[config.mk]
export PLATFORM = sky130hd
export DESIGN_NAME = debug_trace_reader_flat
export DESIGN_NICKNAME = d
export VERILOG_FILES = /design/src/rtl/debug_trace_reader_pkg.sv /design/src/rtl/debug_trace_reader_if.sv /design/src/rtl/debug_trace_reader_fifo.sv /design/src/rtl/debug_trace_reader.sv /design/src/flat_wrapper.sv
export SDC_FILE = /design/constraint.sdc
export NUM_CORES = 2
export LEC_CHECK = 0
export BUFFER_PORTS_ARGS = -buffer_cell sky130_fd_sc_hd__buf_4
export CAP_MARGIN = 25
export CORE_ASPECT_RATIO = 0.5
export CORE_MARGIN = 2
export CORE_UTILIZATION = 50
export CTS_CLUSTER_SIZE = 10
export DETAILED_ROUTE_END_ITERATION = 16
export PLACE_DENSITY = 0.63
export SLEW_MARGIN = 10
export SYNTH_ARGS = -nofsm -noshare
export SYNTH_HDL_FRONTEND = slang
export SYNTH_SLANG_ARGS = --single-unit
[constraint.sdc]
create_clock -name clk -period 12.2 [get_ports clk]
set_clock_uncertainty 0.1 [all_clocks]
set_input_delay 1.22 -clock clk [delete_from_list [all_inputs] [get_ports clk]]
set_output_delay 1.22 -clock clk [all_outputs]
set_load 0.01 [all_outputs]
[src/rtl/debug_trace_reader_pkg.sv]
// Shared types and constants for the pipeline handshake trace reader.
package debug_trace_reader_pkg;

  localparam int unsigned NUM_EVT = 8;
  localparam int unsigned TS_W    = 24;
  localparam int unsigned TRACE_W = NUM_EVT + TS_W;

  // Bit positions of the stage handshake flags within evt
  localparam int unsigned EVT_AGGR_RDY = 0;
  localparam int unsigned EVT_AGGR_VLD = 1;
  localparam int unsigned EVT_SM_RDY   = 2;
  localparam int unsigned EVT_SM_VLD   = 3;
  localparam int unsigned EVT_DMVM_RDY = 4;
  localparam int unsigned EVT_DMVM_VLD = 5;
  localparam int unsigned EVT_SPMM_RDY = 6;
  localparam int unsigned EVT_SPMM_VLD = 7;

  typedef enum logic [1:0] {
    StIdle   = 2'b00,
    StRun    = 2'b01,
    StFrozen = 2'b10
  } trace_state_e;

  typedef struct packed {
    logic [NUM_EVT-1:0] mask;
    logic [TS_W-1:0]    ts;
  } trace_entry_t;

  // Saturating increment: the run clock sticks at its maximum instead of wrapping
  function automatic logic [TS_W-1:0] ts_sat_inc(input logic [TS_W-1:0] ts);
    return (&ts) ? ts : ts + TS_W'(1);
  endfunction

endpackage

[src/rtl/debug_trace_reader_if.sv]
// Host-facing bundle of the trace reader: event flags, control, and the read port.
interface debug_trace_reader_if
  import debug_trace_reader_pkg::*;
#(
  parameter int unsigned DEPTH = 64
) ();

  localparam int unsigned CNT_W = $clog2(DEPTH + 2);

  logic [NUM_EVT-1:0] evt;
  logic               arm;
  logic               stop;
  logic               clr;
  logic               rd_rdy;
  logic               rd_vld;
  logic [TRACE_W-1:0] rd_data;
  logic [CNT_W-1:0]   count;
  logic               overflow;
  logic [1:0]         state;

  modport master (
    output evt, arm, stop, clr, rd_rdy,
    input  rd_vld, rd_data, count, overflow, state
  );

  modport slave (
    input  evt, arm, stop, clr, rd_rdy,
    output rd_vld, rd_data, count, overflow, state
  );

endinterface

[src/rtl/debug_trace_reader_fifo.sv]
// Synchronous FIFO with a registered output stage and synchronous flush.
module debug_trace_reader_fifo #(
  parameter int unsigned WIDTH = 32,
  parameter int unsigned DEPTH = 64
) (
  input  logic                         clk,
  input  logic                         rst_n,
  input  logic                         flush,
  input  logic                         push,
  input  logic [WIDTH-1:0]             push_data,
  output logic                         drop,
  input  logic                         pop,
  output logic                         vld,
  output logic [WIDTH-1:0]             data,
  output logic [$clog2(DEPTH+2)-1:0]   count
);

  localparam int unsigned AW    = $clog2(DEPTH);
  localparam int unsigned MW    = $clog2(DEPTH + 1);
  localparam int unsigned CNT_W = $clog2(DEPTH + 2);

  logic [WIDTH-1:0] mem [DEPTH];
  logic [AW-1:0]    wr_ptr_q, rd_ptr_q;
  logic [MW-1:0]    mem_cnt_q;
  logic             out_vld_q;
  logic [WIDTH-1:0] out_data_q;

  logic mem_full, mem_empty, pop_ok, mem_rd, mem_wr;

  assign mem_full  = (mem_cnt_q == MW'(DEPTH));
  assign mem_empty = (mem_cnt_q == '0);
  assign pop_ok    = pop & out_vld_q;
  // Output stage refills whenever it is empty or being drained this cycle
  assign mem_rd    = ~mem_empty & (~out_vld_q | pop_ok);
  // A full memory still accepts a write when the same edge frees a slot
  assign mem_wr    = push & (~mem_full | mem_rd);
  assign drop      = push & ~mem_wr;

  // Pointer and occupancy bookkeeping
  always_ff @(posedge clk or negedge rst_n) begin
    if (!rst_n) begin
      wr_ptr_q  <= '0;
      rd_ptr_q  <= '0;
      mem_cnt_q <= '0;
    end else if (flush) begin
      wr_ptr_q  <= '0;
      rd_ptr_q  <= '0;
      mem_cnt_q <= '0;
    end else begin
      if (mem_wr) wr_ptr_q <= wr_ptr_q + AW'(1);
      if (mem_rd) rd_ptr_q <= rd_ptr_q + AW'(1);
      unique case ({mem_wr, mem_rd})
        2'b10:   mem_cnt_q <= mem_cnt_q + MW'(1);
        2'b01:   mem_cnt_q <= mem_cnt_q - MW'(1);
        default: mem_cnt_q <= mem_cnt_q;
      endcase
    end
  end

  // Storage array, no reset needed since pointers gate visibility
  always_ff @(posedge clk) begin
    if (mem_wr) mem[wr_ptr_q] <= push_data;
  end

  // Registered output stage
  always_ff @(posedge clk or negedge rst_n) begin
    if (!rst_n) begin
      out_vld_q  <= 1'b0;
      out_data_q <= '0;
    end else if (flush) begin
      out_vld_q  <= 1'b0;
      out_data_q <= '0;
    end else if (mem_rd) begin
      out_vld_q  <= 1'b1;
      out_data_q <= mem[rd_ptr_q];
    end else if (pop_ok) begin
      out_vld_q  <= 1'b0;
    end
  end

  assign vld   = out_vld_q;
  assign data  = out_data_q;
  assign count = CNT_W'(mem_cnt_q) + CNT_W'(out_vld_q);

endmodule

[src/rtl/debug_trace_reader.sv]
// Timestamped rising-edge logger for the pipeline handshake debug flags.
module debug_trace_reader
  import debug_trace_reader_pkg::*;
#(
  parameter int unsigned DEPTH = 64
) (
  input logic                 clk,
  input logic                 rst_n,
  debug_trace_reader_if.slave bus
);

  logic [NUM_EVT-1:0] evt_q, rise;
  trace_state_e       state_q, state_d;
  logic [TS_W-1:0]    ts_q, ts_d;
  logic               overflow_q;
  logic               push, drop;
  trace_entry_t       entry;

  assign rise  = bus.evt & ~evt_q;
  assign entry = '{mask: rise, ts: ts_q};

  // Previous flag values for edge detection, tracked in every state
  always_ff @(posedge clk or negedge rst_n) begin
    if (!rst_n) evt_q <= '0;
    else        evt_q <= bus.evt;
  end

  // State and timestamp registers
  always_ff @(posedge clk or negedge rst_n) begin
    if (!rst_n) begin
      state_q <= StIdle;
      ts_q    <= '0;
    end else begin
      state_q <= state_d;
      ts_q    <= ts_d;
    end
  end

  // Next state, timestamp and capture request; clr overrides everything
  always_comb begin
    state_d = state_q;
    ts_d    = ts_q;
    push    = 1'b0;
    unique case (state_q)
      StIdle: begin
        if (bus.arm) begin
          state_d = StRun;
          ts_d    = '0;
        end
      end
      StRun: begin
        push = |rise;
        ts_d = ts_sat_inc(ts_q);
        if (bus.stop) state_d = StFrozen;
      end
      StFrozen: ;
      default: state_d = StIdle;
    endcase
    if (bus.clr) begin
      state_d = StIdle;
      ts_d    = '0;
      push    = 1'b0;
    end
  end

  // Sticky record that an entry was lost to a full buffer
  always_ff @(posedge clk or negedge rst_n) begin
    if (!rst_n)        overflow_q <= 1'b0;
    else if (bus.clr)  overflow_q <= 1'b0;
    else if (drop)     overflow_q <= 1'b1;
  end

  debug_trace_reader_fifo #(
    .WIDTH (TRACE_W),
    .DEPTH (DEPTH)
  ) u_fifo (
    .clk       (clk),
    .rst_n     (rst_n),
    .flush     (bus.clr),
    .push      (push),
    .push_data (entry),
    .drop      (drop),
    .pop       (bus.rd_rdy),
    .vld       (bus.rd_vld),
    .data      (bus.rd_data),
    .count     (bus.count)
  );

  assign bus.overflow = overflow_q;
  assign bus.state    = state_q;

endmodule
[src/flat_wrapper.sv]
// flat-port wrapper written by rule: the top's interface ports become plain ports
module debug_trace_reader_flat import debug_trace_reader_pkg::*;
#(
  parameter int unsigned DEPTH = 64
)
  (clk, rst_n, bus_evt, bus_arm, bus_stop, bus_clr, bus_rd_rdy, bus_rd_vld, bus_rd_data, bus_count, bus_overflow, bus_state);
  debug_trace_reader_if #(.DEPTH(DEPTH)) bus_i ();
  input logic clk;
  input logic rst_n;
  input wire logic [$bits(bus_i.evt)-1:0] bus_evt;
  input wire logic [$bits(bus_i.arm)-1:0] bus_arm;
  input wire logic [$bits(bus_i.stop)-1:0] bus_stop;
  input wire logic [$bits(bus_i.clr)-1:0] bus_clr;
  input wire logic [$bits(bus_i.rd_rdy)-1:0] bus_rd_rdy;
  output wire logic [$bits(bus_i.rd_vld)-1:0] bus_rd_vld;
  output wire logic [$bits(bus_i.rd_data)-1:0] bus_rd_data;
  output wire logic [$bits(bus_i.count)-1:0] bus_count;
  output wire logic [$bits(bus_i.overflow)-1:0] bus_overflow;
  output wire logic [$bits(bus_i.state)-1:0] bus_state;
  assign bus_i.evt = bus_evt;
  assign bus_i.arm = bus_arm;
  assign bus_i.stop = bus_stop;
  assign bus_i.clr = bus_clr;
  assign bus_i.rd_rdy = bus_rd_rdy;
  assign bus_rd_vld = bus_i.rd_vld;
  assign bus_rd_data = bus_i.rd_data;
  assign bus_count = bus_i.count;
  assign bus_overflow = bus_i.overflow;
  assign bus_state = bus_i.state;
  debug_trace_reader #(.DEPTH(DEPTH)) u_core (.clk(clk), .rst_n(rst_n), .bus(bus_i));
endmodule
Word level (Yosys, flattened, before mapping). Memories as Yosys holds them, arrays and structs flattened. Index checks and enable logic that the tools add are counted.

Add/subtract/negate cells: 6. Bitwise operators: 12. Reduce and logical (&&, ||, !) cells: 12. Mux-type cells: 25. Equal/unequal tests: 9.

Operators by type and width (number): $mux W24 (3); $mux W32 (2); $pmux W24 S2 (1); $add A24 B1 Y24 const B (1); $mux W6 (4); $reduce_and A24 Y1 (1); $pmux W7 S2 (1); $add A6 B1 Y6 const B (2); $mux W1 (9); $ne A3 B3 Y1 const B (3); $reduce_bool A3 Y1 (3); $and A8 B8 Y8 (1); $not A8 Y8 (1); $reduce_or A8 Y1 (1); $add A7 B1 Y7 (1); $add A7 B1 Y7 const B (1); $eq A7 B7 Y1 const B (1); $logic_not A7 Y1 (1); $mux W7 (1); $sub A7 B1 Y7 const B (1); $mux W2 (3); $pmux W2 S3 (1); $reduce_and A3 Y1 (2); $reduce_bool A2 Y1 (3); 7 further kinds (16).

Memories: 1. Memory bits (writable): 2048. Output and inout bits: 43. Register bits: 87.

Memory list: u_core.u_fifo.mem (depth 64, width 32, read ports 1, clocked after Yosys merged registers in 0, write ports 1, line debug_trace_reader_fifo.sv:22) `logic [WIDTH-1:0] mem [DEPTH];`.

Logic depth before layout (Yosys ltp).
Depth in word-level cells: 10. Depth in mapped cells: 13. Mapped depth without buffers: 12.

By module. From an unflattened synthesis, not the netlist that was laid out.

Cell total of the unflattened synthesis: 3676. Area total of the unflattened synthesis: 82367.7 um^2.

Modules (own cells, without submodules): debug_trace_reader_fifo (cells each 3481, instances 1, area each 80547.3 um^2); debug_trace_reader (cells each 195, instances 1, area each 1820.5 um^2).

Least setup slack after synthesis. OpenSTA, ideal clock, no wires.

Kind: input-to-reg. Start: in bus_evt[6]. End: mem u_core.u_fifo.mem[57][0] (enable). Path slack: 6008 ps. Library setup time: 421 ps. Arrival time: 5671 ps. Stages: 7. Path buffers: 1. Cell sequence: nor2b_1 nor4_1 a21oi_4 nand2_1 or4b_1 buf_2 nor2_1.

Cells in the longest elaborated chain, start to end: 7.

RTL lines: start: declaration (line flat_wrapper.sv:10) `input wire logic [$bits(bus_i.evt)-1:0] bus_evt;`; $and A8 B8 Y8 (line debug_trace_reader.sv:19) `assign rise = bus.evt & ~evt_q;`; $reduce_or A8 Y1 (line debug_trace_reader.sv:52) `push = |rise;`; $mux W1 (line debug_trace_reader.sv:44) `unique case (state_q)`; $mux W1 (line debug_trace_reader.sv:59) `if (bus.clr) begin`; $and A1 B1 Y1 (line debug_trace_reader_fifo.sv:36) `assign mem_wr = push & (~mem_full | mem_rd);`; $mux W1 (line debug_trace_reader_fifo.sv:62) `if (mem_wr) mem[wr_ptr_q] <= push_data;`; $mux W1 (implied by the code) (line debug_trace_reader_fifo.sv:62); end: declaration (line debug_trace_reader_fifo.sv:22).

Every way passes these cells.

Final worst setup path.
Start: reg u_core.u_fifo.rd_ptr_q[0]. End: reg u_core.u_fifo.out_data_q[22], in the netlist u_core.u_fifo.data[22].

Cells in the longest elaborated chain, start to end: 3.

RTL lines: start: declaration (line debug_trace_reader_fifo.sv:23) `logic [AW-1:0] wr_ptr_q, rd_ptr_q;`; start signal: assignment (line debug_trace_reader_fifo.sv:51) `if (mem_rd) rd_ptr_q <= rd_ptr_q + AW'(1);`; $mem_v2 Z64 W32; $mux W32 (line debug_trace_reader_fifo.sv:73) `end else if (mem_rd) begin`; $mux W32 (line debug_trace_reader_fifo.sv:70) `end else if (flush) begin`; end signal: assignment (line debug_trace_reader_fifo.sv:75) `out_data_q <= mem[rd_ptr_q];`; end: declaration (line debug_trace_reader_fifo.sv:26) `logic [WIDTH-1:0] out_data_q;`.

Every way passes these cells. The select of a mux whose other input is x is not followed. A chain may end at the register's enable or synchronous reset.

==> impl_metrics.sql <==
INSERT INTO impl_metrics (metric_group, metric, value, unit) VALUES
('setup_path', 'regToRegStartpoint', 'u_core.u_fifo.rd_ptr_q[0]$_DFFE_PN0P_', ''),
('setup_path', 'setup.worst_path.start', 'u_core.u_fifo.rd_ptr_q[0]$_DFFE_PN0P_', ''),
('synth', 'dominant_combinational_cell_family_by_area_after_synthesis', 'multiplexers', ''),
('cts', 'hold_buffers', '0', ''),
('final_layout', 'final_common_cell', 'edfxtp_1', ''),
('synth', 'synth-edff-count', '2048', ''),
('timing', 'worst-slew-pin-transition', '1.15', 'ns'),
('synth', 'yosysSeqAreaShare', '0.767', ''),
('hold_path', 'timing.hold.worst.class', 'in -> async', ''),
('timing', 'final.setup.tns', '0', 'ns'),
('setup_path', 'worst_setup_path_start_kind', 'flop', ''),
('final_layout', 'mostFrequentLayoutCells', 'edfxtp_1, mux2i_1, mux4_2, clkbuf_16, buf_4', ''),
('final_layout', 'flow.area_growth_from_synthesis', '13.3', '%'),
('drt', 'post_drt_via_cell_ratio', '6.41', ''),
('setup_path', 'crit_chain', 'buf_4 -> buf_12 -> mux4_2 -> mux2i_1 -> o22ai_1 -> nor4_1 -> o21ai_0', ''),
('die', 'core_region_area', '0.164', 'mm²'),
('drt', 'wl_met1', '90800', 'µm'),
('cts', 'postCtsSetupBuffers', '0', ''),
('setup_path', 'cp.required', '12.78', 'ns'),
('timing', 'final.period_utilization', '0.383', ''),
('synth', 'asyncSetResetFlopFracSynth', '0.0407', ''),
('global_routing', 'first_global_vias', '41259', ''),
('placement', 'io_buffers', '56', ''),
('synth', 'synth_mux_area_frac', '0.155', ''),
('timing', 'rsz0062_at_grt', 'no', ''),
('global_routing', 'grt_start_max_net_pins', '105', ''),
('final_layout', 'layout-drive-gt1-share', '0.226', ''),
('synth', 'synthCells', '4112', ''),
('final_layout', 'final_net_count', '4335', ''),
('pwr', 'clock_power_share', '0.354', ''),
('die', 'fp.dieW', '580', 'µm'),
('pwr', 'vdd_ir_drop_max', '163', 'µV'),
('setup_path', 'arrival_worst_endpoint', '5.25', 'ns'),
('cts', 'clk_latency', '0.84', 'ns'),
('synth', 'synth-warning-count', '0', ''),
('flow_run', 'maxCapViolations', '0', ''),
('synth', 'syn-cell-area', '0.0831', 'mm²'),
('setup_path', 'cell_family_contributing_the_most_delay_on_the_critical_path', 'buffers and inverters', ''),
('global_routing', 'first_pass_grt_wire_length', '313000', 'µm'),
('drt', 'met2RoutedLength', '99500', 'µm'),
('synth', 'yosys.cell_types.count', '66', ''),
('drt', 'route.antenna.remaining_nets', '0', ''),
('pwr', 'p_seq_frac', '0.466', ''),
('pwr', 'p_switching', '0.00473', 'W'),
('die', 'io_pins', '57', ''),
('timing', 'final_max_slew_viol_count', '0', ''),
('global_routing', 'grt.total_usage', '0.262', ''),
('setup_path', 'critical_path.endpoint_type', 'flop', ''),
('placement', 'detailedPlacementHpwl', '130000', 'µm'),
('final_layout', 'fillCellCount', '11930', ''),
('synth', 'synth-xor-area-share', '0.00179', ''),
('setup_path', 'cp.buffers_inverters', '2', ''),
('die', 'initial_core_util', '0.505', ''),
('pwr', 'sw_frac_of_total', '0.270', ''),
('timing', 'setup_viol', '0', ''),
('placement', 'placement.cell_area', '0.0871', 'mm²'),
('cts', 'cts_root_buf', 'clkbuf_16', ''),
('placement', 'place.gp.congestion', '0.890', ''),
('drt', 'vias', '42506', ''),
('synth', 'post_synth_and_or_nand_nor_area_fraction', '0.0233', ''),
('drt', 'drt_iter0_markers', '6325', ''),
('die', 'die_h', '292', 'µm'),
('synth', 'syn_avg_cell_area', '20.2', 'µm²'),
('drt', 'top_layer_used', 'met5', ''),
('drt', 'wl_met3', '26800', 'µm'),
('die', 'row_count', '105', ''),
('cts', 'cts_sinks', '2135', ''),
('cts', 'htree_levels', '4', ''),
('global_routing', 'grt_antenna_before_repair', '22', ''),
('cts', 'cts.reportedPaths.clkPinSlew', '0.06', 'ns'),
('outcome', 'status', 'completed', '');
## path summary, 6_finish.rpt
path	depth (start not counted)	endpoint	slack (ns)
setup / recovery	7	u_core.u_fifo.data[22]$_DFFE_PN0P_	7.52
hold / removal	1	u_core.evt_q[5]$_DFF_PN0_	0.35
setup reg to reg	7	u_core.u_fifo.data[22]$_DFFE_PN0P_	7.52
hold reg to reg	2	u_core.u_fifo.data[30]$_DFFE_PN0P_	0.42
max in group asynchronous	2	u_core.u_fifo.data[13]$_DFFE_PN0P_	10.31
min in group clk	1	u_core.evt_q[3]$_DFF_PN0_	0.41
## state kept, by name (all words and copies together), names as in the netlist
| signal | cells |
|---|---|
| u_core.u_fifo.mem | 2048 |
| u_core.u_fifo.data | 32 |
| u_core.ts_q | 24 |
| u_core.evt_q | 8 |
| u_core.u_fifo.mem_cnt_q | 7 |
| u_core.u_fifo.rd_ptr_q | 6 |
| u_core.u_fifo.wr_ptr_q | 6 |
| u_core.bus.state | 2 |
| u_core.bus.overflow | 1 |
| u_core.u_fifo.vld | 1 |
## power by group through the flow
stage | logic (W) | registers (W) | clock network (W)
detailed placement | 0.00314 | 0.00834 | 0
CTS | 0.00316 | 0.00819 | 0.00628
global route | 0.00333 | 0.00819 | 0.00658
global placement | 0.00313 | 0.00834 | 0
floorplan | 0.00228 | 0.00823 | 0
finish | 0.00316 | 0.00819 | 0.00621
## synthesized netlist by cell type, types with 8 or more instances
cell type     n  area (µm²)
buf_4        21         158
buf_2        66         330
buf_6        38         428
nor4_1       21         131
xnor2_1      11        96.3
o22ai_1      88         551
mux4_2      337        7590
nor4b_1      10        87.6
nor2_1      126         473
and2_1       10        62.6
o21ai_0     124         621
a211oi_1     29         218
and3_1        8        50.1
buf_1        24        90.1
edfxtp_1   2048       61500
clkbuf_1     84         315
mux2_2       94        1060
nand3_1      75         375
nor2b_1      17         106
dfrtp_1      87        2180
o21ai_1      19        95.1
nand2_1      86         323
ha_1         10         125
inv_1        11        41.3
a22oi_1     116         871
a31oi_1      19         119
a21oi_1      31         155
mux2i_1     422        4220
## per-layer routing
layer	up-vias	global-route usage
met5	-	0
met1	22529	0.383
met4	2	0.0765
met3	323	0.0774
met2	2336	0.385
li1	17316	-
## layout make-up
cell class / instances / area, µm² / share of cell area
Clock inverter: 11 / 196 / 0.00209
Multi-Input combinational cell: 1730 / 18600 / 0.197
Tap cell: 2193 / 2740 / 0.0292
Sequential cell: 2135 / 63800 / 0.677
Timing Repair Buffer: 201 / 2510 / 0.0267
Clock buffer: 345 / 6270 / 0.0666
Antenna cell: 2 / 5.00 / 0.0000532
Inverter: 11 / 41.3 / 0.000439
## metrics by stage
step,util,instances,setup slack [ns],total power (W)
after global placement,0.524,6205,7.13,0.0115
final,0.572,6628,7.52,0.0176
after global routing,0.572,6626,7.18,0.0181
after detailed placement,0.529,6243,7.06,0.0115
after floorplan,-,4112,6.01,0.0105
after CTS,0.569,6599,7.47,0.0176
## kinds of logic (layout without fill, tap and decap cells)
kind of cell / count (synthesis) / in the layout
AOI/OAI and AO/OA: 454 / 454
xor gates and xnor gates: 17 / 17
adders and majority gates: 11 / 11
buffers and inverters: 247 / 568
DFF: 2135 / 2135
muxes: 853 / 853
other: 0 / 2
and+or+nand+nor: 395 / 395
(Power assumes the default switching activity.)
